===== config.mk =====
export PLATFORM = sky130hd
export DESIGN_NAME = cacheline_adapter_flat
export DESIGN_NICKNAME = d
export VERILOG_FILES = /design/src/rtl/cacheline_adapter_if.sv /design/src/rtl/cacheline_adapter.sv /design/src/flat_wrapper.sv
export SDC_FILE = /design/constraint.sdc
export NUM_CORES = 1
export LEC_CHECK = 0
export BUFFER_PORTS_ARGS = -buffer_cell sky130_fd_sc_hd__buf_4
export CORE_AREA = 3 3 277 279
export CTS_BUF_LIST = sky130_fd_sc_hd__clkbuf_4
export CTS_CLUSTER_DIAMETER = 40
export CTS_CLUSTER_SIZE = 20
export DETAILED_ROUTE_END_ITERATION = 10
export DIE_AREA = 0 0 280 282
export RECOVER_POWER = 50
export SLEW_MARGIN = 20
export SYNTH_ARGS = -nofsm -noshare
export SYNTH_HDL_FRONTEND = slang
export SYNTH_SLANG_ARGS = --single-unit

===== constraint.sdc =====
create_clock -name clk -period 1.7 [get_ports clk]
set_clock_uncertainty 0.05 [all_clocks]
set_input_delay 0.17 -clock clk [delete_from_list [all_inputs] [get_ports clk]]
set_output_delay 0.17 -clock clk [all_outputs]
set_load 0.02 [all_outputs]

===== src/rtl/cacheline_adapter_if.sv =====
// Cacheline adapter bus: upstream line request/response plus downstream burst memory port.
// The adapter takes the slave view; the arbiter/memory side takes the master view.
interface cacheline_adapter_if #(
  parameter int unsigned ADDR_W  = 32,
  parameter int unsigned LINE_W  = 256,
  parameter int unsigned BURST_W = 64
);
  logic [ADDR_W-1:0]  line_addr;
  logic               line_read;
  logic               line_write;
  logic [LINE_W-1:0]  line_wdata;
  logic [LINE_W-1:0]  line_rdata;
  logic               line_resp;
  logic [ADDR_W-1:0]  mem_addr;
  logic               mem_read;
  logic               mem_write;
  logic [BURST_W-1:0] mem_wdata;
  logic [BURST_W-1:0] mem_rdata;
  logic               mem_resp;

  modport slave (
    input  line_addr, line_read, line_write, line_wdata, mem_rdata, mem_resp,
    output line_rdata, line_resp, mem_addr, mem_read, mem_write, mem_wdata
  );

  modport master (
    output line_addr, line_read, line_write, line_wdata, mem_rdata, mem_resp,
    input  line_rdata, line_resp, mem_addr, mem_read, mem_write, mem_wdata
  );
endinterface


===== src/rtl/cacheline_adapter.sv =====
// Splits one cacheline read/write into BEATS in-order bursts on the memory port
// and returns a single-cycle line_resp once the last beat has been taken.
module cacheline_adapter #(
  parameter int unsigned ADDR_W  = 32,
  parameter int unsigned LINE_W  = 256,
  parameter int unsigned BURST_W = 64
) (
  input  logic               clk,
  input  logic               rst,
  cacheline_adapter_if.slave bus
);
  localparam int unsigned BEATS = LINE_W / BURST_W;
  localparam int unsigned CNT_W = $clog2(BEATS);
  localparam int unsigned OFF_W = $clog2(LINE_W / 8);

  typedef enum logic [1:0] {IDLE, RD, WR, DONE} state_t;

  state_t                          state_q, state_d;
  logic [CNT_W-1:0]                cnt_q, cnt_d;
  logic [ADDR_W-1:0]               addr_q, addr_d;
  logic [BEATS-1:0][BURST_W-1:0]   wdata_q, wdata_d;
  logic [BEATS-1:0][BURST_W-1:0]   rdata_q, rdata_d;
  logic                            rd_q, rd_d;
  logic                            wr_q, wr_d;
  logic                            last_beat;

  // Byte-offset bits inside the line play no part in the burst address.
  logic unused_addr_bits;
  assign unused_addr_bits = ^bus.line_addr[OFF_W-1:0];

  assign last_beat = (cnt_q == CNT_W'(BEATS - 1));

  always_comb begin
    state_d = state_q;
    cnt_d   = cnt_q;
    addr_d  = addr_q;
    wdata_d = wdata_q;
    rdata_d = rdata_q;
    rd_d    = rd_q;
    wr_d    = wr_q;
    unique case (state_q)
      IDLE: begin
        if (bus.line_write) begin
          state_d = WR;
          wr_d    = 1'b1;
          addr_d  = {bus.line_addr[ADDR_W-1:OFF_W], {OFF_W{1'b0}}};
          wdata_d = bus.line_wdata;
          cnt_d   = '0;
        end else if (bus.line_read) begin
          state_d = RD;
          rd_d    = 1'b1;
          addr_d  = {bus.line_addr[ADDR_W-1:OFF_W], {OFF_W{1'b0}}};
          cnt_d   = '0;
        end
      end
      RD: begin
        if (bus.mem_resp) begin
          rdata_d[cnt_q] = bus.mem_rdata;
          cnt_d          = cnt_q + 1'b1;
          if (last_beat) begin
            state_d = DONE;
            rd_d    = 1'b0;
          end
        end
      end
      WR: begin
        if (bus.mem_resp) begin
          cnt_d = cnt_q + 1'b1;
          if (last_beat) begin
            state_d = DONE;
            wr_d    = 1'b0;
          end
        end
      end
      DONE:    state_d = IDLE;
      default: state_d = IDLE;
    endcase
  end

  always_ff @(posedge clk) begin
    if (!rst) begin
      state_q <= IDLE;
      cnt_q   <= '0;
      addr_q  <= '0;
      wdata_q <= '0;
      rdata_q <= '0;
      rd_q    <= 1'b0;
      wr_q    <= 1'b0;
    end else begin
      state_q <= state_d;
      cnt_q   <= cnt_d;
      addr_q  <= addr_d;
      wdata_q <= wdata_d;
      rdata_q <= rdata_d;
      rd_q    <= rd_d;
      wr_q    <= wr_d;
    end
  end

  assign bus.line_rdata = rdata_q;
  assign bus.line_resp  = (state_q == DONE);
  assign bus.mem_addr   = addr_q;
  assign bus.mem_read   = rd_q;
  assign bus.mem_write  = wr_q;
  assign bus.mem_wdata  = (state_q == WR) ? wdata_q[cnt_q] : '0;
endmodule


===== src/flat_wrapper.sv =====
// flat-port wrapper written by rule: the top's interface ports become plain ports
module cacheline_adapter_flat 
#(
  parameter int unsigned ADDR_W  = 32,
  parameter int unsigned LINE_W  = 256,
  parameter int unsigned BURST_W = 64
)
  (clk, rst, bus_line_addr, bus_line_read, bus_line_write, bus_line_wdata, bus_mem_rdata, bus_mem_resp, bus_line_rdata, bus_line_resp, bus_mem_addr, bus_mem_read, bus_mem_write, bus_mem_wdata);
  cacheline_adapter_if #(.ADDR_W(ADDR_W), .LINE_W(LINE_W), .BURST_W(BURST_W)) bus_i ();
  input  logic clk;
  input  logic rst;
  input wire logic [$bits(bus_i.line_addr)-1:0] bus_line_addr;
  input wire logic [$bits(bus_i.line_read)-1:0] bus_line_read;
  input wire logic [$bits(bus_i.line_write)-1:0] bus_line_write;
  input wire logic [$bits(bus_i.line_wdata)-1:0] bus_line_wdata;
  input wire logic [$bits(bus_i.mem_rdata)-1:0] bus_mem_rdata;
  input wire logic [$bits(bus_i.mem_resp)-1:0] bus_mem_resp;
  output wire logic [$bits(bus_i.line_rdata)-1:0] bus_line_rdata;
  output wire logic [$bits(bus_i.line_resp)-1:0] bus_line_resp;
  output wire logic [$bits(bus_i.mem_addr)-1:0] bus_mem_addr;
  output wire logic [$bits(bus_i.mem_read)-1:0] bus_mem_read;
  output wire logic [$bits(bus_i.mem_write)-1:0] bus_mem_write;
  output wire logic [$bits(bus_i.mem_wdata)-1:0] bus_mem_wdata;
  assign bus_i.line_addr = bus_line_addr;
  assign bus_i.line_read = bus_line_read;
  assign bus_i.line_write = bus_line_write;
  assign bus_i.line_wdata = bus_line_wdata;
  assign bus_i.mem_rdata = bus_mem_rdata;
  assign bus_i.mem_resp = bus_mem_resp;
  assign bus_line_rdata = bus_i.line_rdata;
  assign bus_line_resp = bus_i.line_resp;
  assign bus_mem_addr = bus_i.mem_addr;
  assign bus_mem_read = bus_i.mem_read;
  assign bus_mem_write = bus_i.mem_write;
  assign bus_mem_wdata = bus_i.mem_wdata;
  cacheline_adapter #(.ADDR_W(ADDR_W), .LINE_W(LINE_W), .BURST_W(BURST_W)) u_core (.clk(clk), .rst(rst), .bus(bus_i));
endmodule

==> flow_metrics.py, run 1 <==
metrics = {
    "die": {
        "dieArea_sq_mm": 0.07896,
        "die_h_um": 282,
        "initial_core_util_pct": 29.93,
        "core_sq_mm": 0.07445,
        "io_pins": 712,
        "rows": 100,
        "die_width_um": 280,
    },
    "synth": {
        "synth_cell_type_count": 29,
        "synth_area_leaders": "dfxtp_1 (49%), nand2_1 (18%), a21boi_0 (18%)",
        "ys.warnings.count": 0,
        "syn_area_sq_mm": 0.02228,
        "synth_largest_area_cell": "dfxtp_1",
        "ys_ff_latch": 545,
        "yosysTopAreaCellShare_pct": 48.97,
        "ys_seq_area_share_pct": 48.97,
        "synth_area_per_cell_sq_um": 8.733,
        "netlist_instances": 2551,
    },
    "routing": {
        "routed_wl_mm": 100.3,
        "vias_per_cell": 4.779,
        "drtIter0Drc": 1624,
        "drc_errors": 0,
        "avgRoutedWirePerCell_um": 19.81,
        "ant_nets": 0,
        "dr.pass1.iters": 5,
        "vias": 24180,
    },
    "global_routing": {
        "grt_util_met3_pct": 5.556,
        "grt_use_met2_pct": 40.08,
        "grt_pass1_vias": 24740,
        "global_route.usage.met1_pct": 25.67,
        "grt_pass1_wl_mm": 141.0,
        "busiest_layer": "met2",
        "grt_overflow": 0,
        "antenna_found_initial": 6,
        "grtUsageTotal_pct": 22.70,
        "grt_max_degree": 88,
    },
    "place": {
        "dp_cells": 4170,
        "dp_hpwl_mm": 59.41,
        "placed_area_sq_mm": 0.02966,
        "port-buffer-count": 701,
        "routabilityCongestion": 0.8248,
    },
    "run_status": {
        "status": "finished with violations",
        "violations": "setup timing",
    },
    "clock_network": {
        "cts_sinks": 545,
        "clock_path_buffers": 3,
        "cts-buffers-inserted": 93,
        "clkTransAtPathRegs_ns": 0.09,
        "clk_latency_ns": 0.85,
        "cts_tree": "yes",
        "root_buffer": "clkbuf_4",
        "cts_htree_levels": 3,
    },
    "sta": {
        "setup_slack_ns": -1.011,
        "finalSetupTns_ns": -76.99,
        "setup_viol": 379,
        "rsz0062_at_grt": "yes",
        "slew_viol_final": 0,
        "hold_viol": 0,
        "max_freq_mhz": 368.8,
        "fin_crit_ns": 2.711,
        "finalCritPeriodShare_pct": 159.5,
    },
    "setup_path": {
        "cp-start-kind": "flip-flop",
        "critPathCaptureType": "output port",
        "cp_max_fo": 5,
        "cp.arrival_ns": 2.49,
        "reg2reg_slack_ns": -0.20,
        "worstSetupPathType": "flip-flop to output port",
        "worst_ep_required_time_ns": 1.48,
    },
    "power_and_ir_drop": {
        "p_int_uw": 26520,
        "p_leak_uw": 0.01634,
        "p_per_area_mw_per_mm2": 1011,
        "pwr-share-comb_pct": 36.7,
        "peakVddDrop_mv": 0.6980,
        "p_sw_share_pct": 34.98,
        "p_seq_share_pct": 37.0,
        "power.share.clock_pct": 26.3,
        "power.switching_uw": 14270,
    },
    "cells_and_area": {
        "finish.utilization_pct": 54.18,
        "syn_to_final_growth_pct": 81.06,
        "fin_area_sq_mm": 0.04034,
        "layout-drive-gt1-share_pct": 35.30,
        "final_cells": 5061,
        "finalNetCount": 4368,
    },
    "hold_path": {
        "hold_class": "primary input to flip-flop",
    },
    "job": {
        "max_cap_viol_count": 0,
    },
}
==> final cells by class <==
type	instances	area [sq um]
Clock buffer	101	758.2
Inverter	6	30.03
Clock inverter	74	735.7
Sequential cell	545	11150
Tap cell	969	1212
Multi-Input combinational cell	1799	10700
Timing Repair Buffer	1557	15720
Antenna cell	10	25.02
Fill cell	6189	34110
==> registers in the layout, indices dropped and copies added, names as in the netlist <==
register               cells
u_core.bus.mem_addr       27
u_core.wdata_q           256
u_core.bus.mem_write       1
u_core.state_q             2
u_core.bus.line_rdata    256
u_core.cnt_q               2
u_core.bus.mem_read        1
==> repair_timing <==
action,CTS,global route
pin swaps,1,76
setup endpoints to repair,393,311
resized for setup,369,404
gates cloned,3,34
hold endpoints to repair,545,0
hold buffers,635,0
setup buffers,4,30
==> critical path: stages, from the launching register on <==
cell and delay, ns:
dfxtp_4 0.40, buf_6 0.11, buf_12 0.14, buf_8 0.14, mux4_2 0.54, and2_4 0.17, buf_6 0.13
==> cell usage after synthesis <==
cell type / instances
a2bb2oi_1: 1
nand3_1: 4
nor2_1: 1
conb_1: 1
ha_1: 9
nand2_1: 1085
a21boi_0: 541
and2_1: 65
a221oi_1: 1
and3_1: 4
clkbuf_1: 72
buf_4: 31
o21ai_0: 1
buf_1: 9
dfxtp_1: 545
buf_2: 88
nand3_2: 2
o21ai_2: 1
nand2b_1: 2
mux4_2: 64
o21a_1: 1
nor2b_1: 1
a21oi_1: 2
mux2i_1: 4
a31o_2: 1
o22ai_1: 1
buf_6: 5
o211ai_1: 3
inv_1: 6
==> worst paths after layout <==
check / start / endpoint / cells past startpoint
max: u_core.cnt_q[0] / bus_mem_wdata[32] / 6
min: bus_mem_rdata[39] / u_core.bus.line_rdata[103] / 4
max reg2reg: u_core.state_q[1] / u_core.wdata_q[3] / 7
min reg2reg: u_core.bus.line_rdata[160] / u_core.bus.line_rdata[160] / 2
==> routing by layer <==
metal / part of all wire (%) / vias to the layer above
li1: - / 11330
met1: 38 / 11500
met2: 50 / 1071
met3: 7.1 / 288
met4: 4.7 / 0
met5: 0 / -
==> logic make-up after synthesis <==
logic type	Yosys count	share of synthesized area [%]
flip-flops	545	48.97
other	1	0.01683
AND/OR/NAND/NOR	1164	20.50
AO/OA/AOI/OAI	553	18.62
buffers and inverters	211	4.740
adder cells (fa/ha/maj)	9	0.5055
multiplexers	68	6.649
==> power by group through the flow <==
stage	Combinational [uW]	Clock [uW]	Sequential (uW)
floorplan	6050	0	15400
global placement	11400	0	15200
detailed placement	11500	0	15200
CTS	13100	10900	15000
global route	15900	11600	15200
finish	15000	10700	15100
==> stage by stage <==
step / power, uW / hold slack (ns) / setup WS (ns)
after floorplan: 21430 / 0.2649 / 0.02206
after global placement: 26630 / 0.3824 / -0.08644
after detailed placement: 26720 / 0.3878 / -0.1033
after CTS: 39040 / 0.00001976 / -1.126
after global routing: 42770 / -0.01632 / -1.176
final: 40790 / 0.08661 / -1.011
==> layout by cell type, fill, tap and decap left out, types with 30 or more instances in the layout <==
master,instances
mux4_2,64
buf_4,563
and2_4,58
a21boi_1,183
clkbuf_4,102
dfxtp_2,179
clkbuf_16,30
buf_12,62
a21boi_0,343
buf_6,241
dfxtp_1,361
nand2_1,1072
dlygate4sd3_1,635
Note: power is estimated with default switching activity, not from simulation.
==> run 2, diff against run 1 <==
CORE_AREA = 3 3 275 277   (was 3 3 277 279)
CTS_BUF_LIST = default   (was sky130_fd_sc_hd__clkbuf_4)
DIE_AREA = 0 0 278 280   (was 0 0 280 282)
==> run 2 against run 1 <==
- the flow still finishes with violations (setup timing)
- highest routed layer unchanged
- core utilization shrank 3.3 points
- final cell count is 6.6% lower
- via count shrank 9.2%
- setup slack better by 0.30 ns
- hold slack better by 0.19 ns
- sequential share of layout area is 1.7 points higher
- register-to-register slack better by 0.02 ns
- combinational power decreased by 12%
- global-route usage decreased by 0.93 points
- power increased by 17%
- first-iteration DRC count is 17% lower
==> flow_metrics.py, run 2 (synthesis gave the netlist of run 1 again) <==
metrics = {
    "run_status": {
        "status": "finished with violations",
        "violations": "setup timing",
    },
    "cells_and_area": {
        "syn_to_final_growth_pct": 66.81,
        "layout.cells.most_common_list": "nand2_1 (1077), dfxtp_1 (542), buf_4 (514), a21boi_0 (428), dlygate4sd3_1 (351)",
        "finish.utilization_pct": 50.85,
        "layout-drive-gt1-share_pct": 26.74,
        "layout_commonest_cell": "nand2_1",
        "finalNetCount": 4049,
    },
    "sta": {
        "setup_viol": 325,
        "hold_viol": 0,
        "slew_viol_final": 0,
        "finalCritPeriodShare_pct": 141.9,
        "slew_headroom_pct": 62.70,
        "max_freq_mhz": 414.5,
        "hold_slack_ns": 0.2728,
        "worstMarginPinSlew_ns": 0.5595,
        "fin_crit_ns": 2.412,
        "setup_slack_ns": -0.7123,
        "rsz0062_at_grt": "yes",
    },
    "place": {
        "place_ws_ns": -0.1659,
        "routabilityCongestion": 0.8293,
        "port-buffer-count": 701,
        "dp_hpwl_mm": 58.33,
    },
    "setup_path": {
        "worst_ep_required_time_ns": 1.48,
        "critPathCaptureType": "output port",
        "slowest_stage": "mux4_2",
        "reg2reg_from": "u_core.state_q[0]",
        "cp_slowest_stage_delay_ns": 0.50,
        "worstSetupPathType": "flip-flop to output port",
        "worst-r2r-cell-count": 7,
        "cp_max_fo": 7,
        "r2r-end": "u_core.wdata_q[55]",
        "crit_chain": "buf_12 > clkbuf_16 > mux4_2 > and2_4 > buf_6",
        "cp.arrival_ns": 2.19,
        "reg2reg_slack_ns": -0.18,
        "cp-start-kind": "flip-flop",
    },
    "hold_path": {
        "holdPathEnd": "u_core.wdata_q[237]",
        "min_from": "bus_line_wdata[237]",
        "hold_class": "primary input to flip-flop",
        "holdPathStages": 4,
    },
    "clock_network": {
        "cts-buffers-inserted": 96,
        "root_buffer": "clkbuf_16",
        "clkTransAtPathRegs_ns": 0.06,
        "cts_htree_levels": 3,
        "cts_sinks": 545,
        "cts_tree": "yes",
        "clk_latency_ns": 0.63,
        "clock_path_buffers": 3,
    },
    "routing": {
        "routed_wl_mm": 89.33,
        "drtIter0Drc": 1346,
        "ant_nets": 0,
        "drc_errors": 0,
        "avgRoutedWirePerCell_um": 18.91,
        "dr.pass1.iters": 5,
        "vias": 21970,
        "vias_per_cell": 4.650,
    },
    "global_routing": {
        "grtUsageTotal_pct": 21.77,
        "grt_pass1_wl_mm": 131.6,
        "grt_max_degree": 132,
        "grt_overflow": 0,
        "antenna_found_initial": 4,
        "grt_pass1_vias": 21970,
    },
    "die": {
        "core_sq_mm": 0.07308,
        "die_h_um": 280,
        "io_pins": 712,
        "dieArea_sq_mm": 0.07784,
        "rows": 99,
        "die_width_um": 278,
        "initial_core_util_pct": 30.48,
    },
    "power_and_ir_drop": {
        "p_leak_uw": 0.01459,
        "p_per_area_mw_per_mm2": 1283,
        "peakVddDrop_mv": 0.9641,
        "p_total_uw": 47700,
    },
    "job": {
        "max_cap_viol_count": 0,
    },
}
## run 2: power breakdown
group | switching [uW] | internal [uW]
Combinational | 6950 | 6220
Clock | 7140 | 12400
Sequential | 768 | 14200
## run 2: repair_timing
| action | in CTS | in global routing |
|---|---|---|
| buffers inserted | 19 | 6 |
| pin swaps | 1 | 17 |
| hold buffers | 351 | 0 |
| setup endpoints to repair | 276 | 471 |
| gates resized for setup | 153 | 162 |
| gates cloned | 19 | 4 |
| hold endpoints to repair | 545 | 0 |
## run 2: worst max path at each step
stage	from	endpoint	slack (ns)
2_1_floorplan	u_core.cnt_q[0]	u_core.bus.line_rdata[131]	0.02
3_3_place_gp	u_core.cnt_q[0]	bus_mem_wdata[46]	-0.14
3_5_place_dp	u_core.cnt_q[0]	u_core.bus.line_rdata[253]	-0.17
4_1_cts	u_core.cnt_q[0]	bus_mem_wdata[33]	-0.77
5_1_grt	u_core.cnt_q[0]	bus_mem_wdata[3]	-0.78
6_report	u_core.cnt_q[0]	bus_mem_wdata[17]	-0.71
## run 2: critical path, delay by kind of cell (launching register included)
kind / cells / cell delay, ns
buffers and inverters: 3 / 0.50
and+or+nand+nor: 1 / 0.18
muxes: 1 / 0.50
DFF: 1 / 0.37
## run 2: layer usage
layer / wire length (um) / track usage, % / part of all wire [%]
met1: 36410 / 26.09 / 41
met2: 44270 / 38.35 / 50
met3: 5592 / 4.726 / 6.3
met4: 3050 / 8.001 / 3.4
met5: 0 / 0 / 0
## run 2: area by class of cell
cell class	instances	area, sq um
Inverter	6	27.53
Antenna cell	4	10.01
Fill cell	6765	35920
Tap cell	959	1200
Clock buffer	120	2644
Clock inverter	57	728.2
Sequential cell	545	10920
Multi-Input combinational cell	1799	10620
Timing Repair Buffer	1235	11010
## run 2: per-stage QoR
| step | TNS [ns] | instance area [sq um] | std cells |
|---|---|---|---|
| 2_1_floorplan | 0 | 22320 | 2555 |
| 3_3_place_gp | -13.91 | 29400 | 4145 |
| 3_5_place_dp | -19.64 | 29400 | 4145 |
| 4_1_cts | -93.92 | 37490 | 4711 |
| 5_1_grt | -103.16 | 37160 | 4724 |
| 6_report | -66.09 | 37160 | 4725 |
